[config.mk]
export PLATFORM = sky130hd
export DESIGN_NAME = ifd3_rx
export DESIGN_NICKNAME = d
export VERILOG_FILES = /design/src/rtl/ifd3_rx.sv
export SDC_FILE = /design/constraint.sdc
export NUM_CORES = 1
export LEC_CHECK = 0
export ABC_AREA = 1
export BUFFER_PORTS_ARGS = -buffer_cell sky130_fd_sc_hd__buf_2
export CAP_MARGIN = 20
export CORE_MARGIN = 8
export CORE_UTILIZATION = 55
export CTS_CLUSTER_DIAMETER = 60
export DETAILED_ROUTE_END_ITERATION = 7
export GPL_TIMING_DRIVEN = 0
export PLACE_DENSITY = 0.86
export SETUP_SLACK_MARGIN = 0.4
export SLEW_MARGIN = 20
export SYNTH_ARGS = -nofsm -noshare
export SYNTH_HDL_FRONTEND = slang
export SYNTH_SLANG_ARGS = --single-unit
[constraint.sdc]
create_clock -name CK -period 1.6 [get_ports CK]
set_input_delay 0.24 -clock CK [delete_from_list [all_inputs] [get_ports CK]]
set_output_delay 0.24 -clock CK [all_outputs]
set_load 0.03 [all_outputs]
[src/rtl/ifd3_rx.sv]
// Three-line receiver: per-bit two-stage synchroniser, stability filter and
// an event/acknowledge register with a sticky overrun flag.
module ifd3_rx #(
    parameter int   FILT_LEN = 4,
    parameter logic INIT     = 1'b0
) (
    input  logic       CK,
    input  logic       RST_N,
    input  logic       D0,
    input  logic       D1,
    input  logic       D2,
    output logic       Q0,
    output logic       Q1,
    output logic       Q2,
    output logic [2:0] EVT,
    output logic       VALID,
    input  logic       ACK,
    output logic       OVR
);

    localparam logic [3:0] LIM = 4'(FILT_LEN - 1);

    logic [2:0] cap;
    logic [2:0] sync;
    logic [2:0] q;
    logic [2:0] upd;
    logic [3:0] cnt [3];
    logic       accept;

    always_ff @(posedge CK) begin
        if (!RST_N) begin
            cap  <= {3{INIT}};
            sync <= {3{INIT}};
        end else begin
            cap  <= {D2, D1, D0};
            sync <= cap;
        end
    end

    // A bit updates when its sync value has disagreed with Q for FILT_LEN edges.
    always_comb begin
        upd = '0;
        for (int i = 0; i < 3; i++) begin
            upd[i] = (sync[i] != q[i]) && (cnt[i] == LIM);
        end
    end

    always_ff @(posedge CK) begin
        if (!RST_N) begin
            q <= {3{INIT}};
            for (int i = 0; i < 3; i++) begin
                cnt[i] <= 4'd0;
            end
        end else begin
            for (int i = 0; i < 3; i++) begin
                if (sync[i] == q[i]) begin
                    cnt[i] <= 4'd0;
                end else if (upd[i]) begin
                    q[i]   <= sync[i];
                    cnt[i] <= 4'd0;
                end else begin
                    cnt[i] <= cnt[i] + 4'd1;
                end
            end
        end
    end

    // Handshake: VALID stays high until an edge with VALID && ACK; that edge
    // is the accept. ACK without VALID has no effect. Updates arriving on an
    // accept edge start a fresh event; updates while pending OR into EVT and
    // raise OVR.
    assign accept = VALID & ACK;

    always_ff @(posedge CK) begin
        if (!RST_N) begin
            VALID <= 1'b0;
            EVT   <= 3'b000;
            OVR   <= 1'b0;
        end else if (accept) begin
            VALID <= |upd;
            EVT   <= upd;
            OVR   <= 1'b0;
        end else if (|upd) begin
            VALID <= 1'b1;
            EVT   <= EVT | upd;
            if (VALID) begin
                OVR <= 1'b1;
            end
        end
    end

    assign Q0 = q[0];
    assign Q1 = q[1];
    assign Q2 = q[2];

endmodule
# [Word-level counts from Yosys, hierarchy flattened]
# Memories as Yosys holds them, arrays and structs flattened.
# Index checks and enable logic that the tools add are counted.
[word_totals] in_bits=6 memories=1 ramBits=12 reg_bits=14
[classes] n_addsub=3 n_bitwise=15 reduce_logical=10 n_mux=47 n_eq_ne=9
[memory_table] memory="cnt" words=3 word_bits=4 rd=3 rd_clocked_by_memory_dff=0 wr=3 line="27" source="logic [3:0] cnt [3];"
[ops] cell="1-bit two-way mux" count=36
[ops] cell="4-bit two-way mux" count=9
[ops] cell="4-bit by 1-bit adder with 4-bit output, second input constant" count=3
[ops] cell="4-bit by 2-bit == test with 1-bit output, second input constant" count=3
[ops] cell="1-bit OR" count=9
[ops] cell="2-bit AND reduction" count=4
[ops] cell="3-bit two-way mux" count=2
[ops] cell="1-bit inverter" count=4
[ops] cell="1-bit == test" count=3
[ops] cell="1-bit logical AND" count=3
[ops] cell="1-bit inequality test" count=3
[ops] cell="3-bit OR" count=1
[ops] cell="3-bit OR reduction" count=1
[ops] cell="2-bit nonzero test" count=1
[ops] cell="2-bit OR reduction" count=1
[ops] cell="1-bit AND" count=1

# [Logic depth before layout (Yosys ltp)]
[depth] word_depth=8 ltp_mapped=7 depth_no_buf=7

# [Least setup slack after synthesis]
# Ideal clock, no wire load.
[synth_timing] kind="reg2reg" startpoint="memory cnt[1][0]" endpoint="memory cnt[1][2], data pin" arrival_time_ns=1.016 path_slack_ns=0.438 stages_incl_launch_ff=4 path_cell_list="edfxtp_1 > ha_1 > or2_2 > a21oi_1"
[synth_rtl] element="from (decl)" line="27"

==> flow_summary.json <==
{
  "first_pass_iters": 4,
  "totalWireLength_mm": 2.33,
  "rows": 16,
  "grt_max_degree": 15,
  "cts-buffers-inserted": 3,
  "wl_per_cell_um": 12.5,
  "fin_crit_sh": 0.809,
  "met3WireLength_um": 116,
  "path_buf_inv": 2,
  "ys_ff_latch": 26,
  "path_cells": "buf_4 -> buf_4 -> nand3_1 -> xor2_1 -> nor2_1",
  "synthArstFlopShare": 0,
  "path_class": "flip-flop to flip-flop",
  "area_growth_pct": 32.0,
  "portBuffers": 13,
  "crit_top_cell": "buf_4",
  "ioPinCount": 14,
  "grt_antenna_before_repair": 0,
  "syn-cell-area_um2": 1110,
  "vias": 886,
  "min_path_type": "input port to flip-flop",
  "start_util": 0.573,
  "critPathMaxStageDelay_ns": 0.45,
  "avgSynthCellArea_um2": 9.20,
  "synth_edf_count": 12,
  "crit_path_end_kind": "flip-flop",
  "dieArea_um2": 3720,
  "clock_sink_count": 26,
  "ff_latch_area_um2": 644,
  "setup_tns_ns": 0,
  "crit_required_ns": 1.68,
  "synth.distinct_cells": 19,
  "status": "finished clean",
  "multi_input_area_um2": 526,
  "yosys-top-cells-count": "nand2_1, inv_1, nor2_1, dfxtp_1, edfxtp_1",
  "hpwl_mm": 1.65,
  "yosysMostFrequentCell": "nand2_1",
  "crit_fanout": 2,
  "vias_per_cell": 4.76,
  "drc": 0,
  "layout_min_cycle_time_ns": 1.29,
  "fill_cells": 144,
  "drv_cap": 0,
  "clock_latency_ns": 0.31,
  "setup_viol": 0,
  "first_global_vias": 854,
  "fmax_mhz": 773,
  "htreeDepth": 1,
  "hold_viol_final": 0,
  "grt_pass1_wl_mm": 3.46,
  "cts_max_path_buffers": 2,
  "fp.dieH_um": 61.0,
  "dp.cells": 172,
  "die_w_um": 61.0,
  "ir_worst_vdd_mv": 0.637,
  "yosys-top-cells-area": "edfxtp_1, dfxtp_1, nand2_1",
  "power_density_nw_per_um2": 802,
  "ant_nets": 0,
  "initialDrtViolationCount": 17,
  "place.gp.congestion": 0.681,
  "fin_cells": 186,
  "dr_wl_met2_mm": 1.27,
  "cp_top_family": "flip-flops",
  "power.leakage_nw": 0.684,
  "grt_setup_unrepaired": "true",
  "track_usage": 0.125,
  "skew_ns": 0.00142,
  "fin_nets": 169,
  "syn-instance-count": 121,
  "cp_slowest_cell": "edfxtp_1",
  "cts_tree": "built",
  "hold-worst-slack_ns": 0.103,
  "synthFlopType": "dfxtp_1",
  "utilization": 0.757,
  "ys_warn_count": 0,
  "drive_gt1_frac": 0.409,
  "synth_top_area_share": 0.324,
  "diodes": 0,
  "start_kind": "flip-flop",
  "yosysTopAreaCell": "edfxtp_1",
  "top_layer_used": "met4",
  "arrival_ns": 1.38,
  "drv_slew": 0,
  "core_um2": 1940,
  "gr-total-overflow": 0,
  "cts.reportedPaths.clkPinSlew_ns": 0.13,
  "finalPower_mw": 1.18,
  "cts_root_buf": "clkbuf_4",
  "yosysSeqAreaShare": 0.575,
  "met1_length_um": 905
}
[worst min-delay path, cell delays in order]
cell,delay (ns)
buf_2,0.07
nand2_1,0.04
inv_1,0.04
[flip-flops by register name, indices dropped and copies added, names as in the netlist]
name and count:
cap 3, q 3, sync 3, EVT 3, OVR 1, VALID 1
cnt 12
[cells in the final DEF, fill, tap and decap left out, drive strengths merged]
cell type	instances
nand3	5
o21ai	3
ha	3
nor2	19
buf	21
edfxtp	12
conb	12
inv	20
dfxtp	14
xor2	3
a21oi	10
nand2	27
or2	3
clkbuf	7
[per-stage QoR]
stage	worst slack (ns)	instance area [um^2]
after floorplan	0.438	1150
after global placement	0.360	1250
after detailed placement	0.283	1250
after CTS	0.324	1360
after global routing	0.247	1470
final	0.306	1470
[logic make-up after synthesis]
family,share of synthesized area
adder cells (fa/ha/maj),0.0337
flip-flops,0.575
AND/OR/NAND/NOR,0.230
other,0.00337
buffers and inverters,0.0719
AO/OA/AOI/OAI,0.0618
XOR/XNOR,0.0236
[per-layer routing]
metal / vias up / global-route usage
met5: - / 0
met4: 0 / 0.0598
met3: 4 / 0.0254
met2: 22 / 0.231
met1: 420 / 0.131
li1: 440 / -
[timing repair]
action                                  CTS  global route
endpoints found under the hold margin     0             0
gates resized for setup                  12            18
pin swaps                                 4             4
hold buffers                              0             0
buffers inserted                          4             6
endpoints found under the setup margin   15            19
[report_power, final]
| group | internal, mW | switching (mW) |
|---|---|---|
| registers | 0.721 | 0.0209 |
| clock network | 0.139 | 0.179 |
| logic | 0.0494 | 0.0692 |
| total | 0.909 | 0.269 |
[final timing paths]
path,startpoint,end,slack (ns),cells past startpoint
max,cnt[1][0]$_SDFFCE_PN0P_,cnt[1][3]$_SDFFCE_PN0P_,0.31,5
min,D2,cap[2]$_SDFF_PN0_,0.10,3
max reg2reg,cnt[1][0]$_SDFFCE_PN0P_,cnt[1][3]$_SDFFCE_PN0P_,0.31,5
min reg2reg,cap[2]$_SDFF_PN0_,sync[2]$_SDFF_PN0_,0.44,2
[area by class of cell]
type / count / area share
buffer: 1 / 0.00340
inverter: 20 / 0.0511
tap: 27 / 0.0230
sequential: 26 / 0.438
multi-input combinational: 85 / 0.357
clock buffer: 4 / 0.0247
timing repair buffer: 23 / 0.102
No activity file was read; power rests on OpenSTA's default activity.
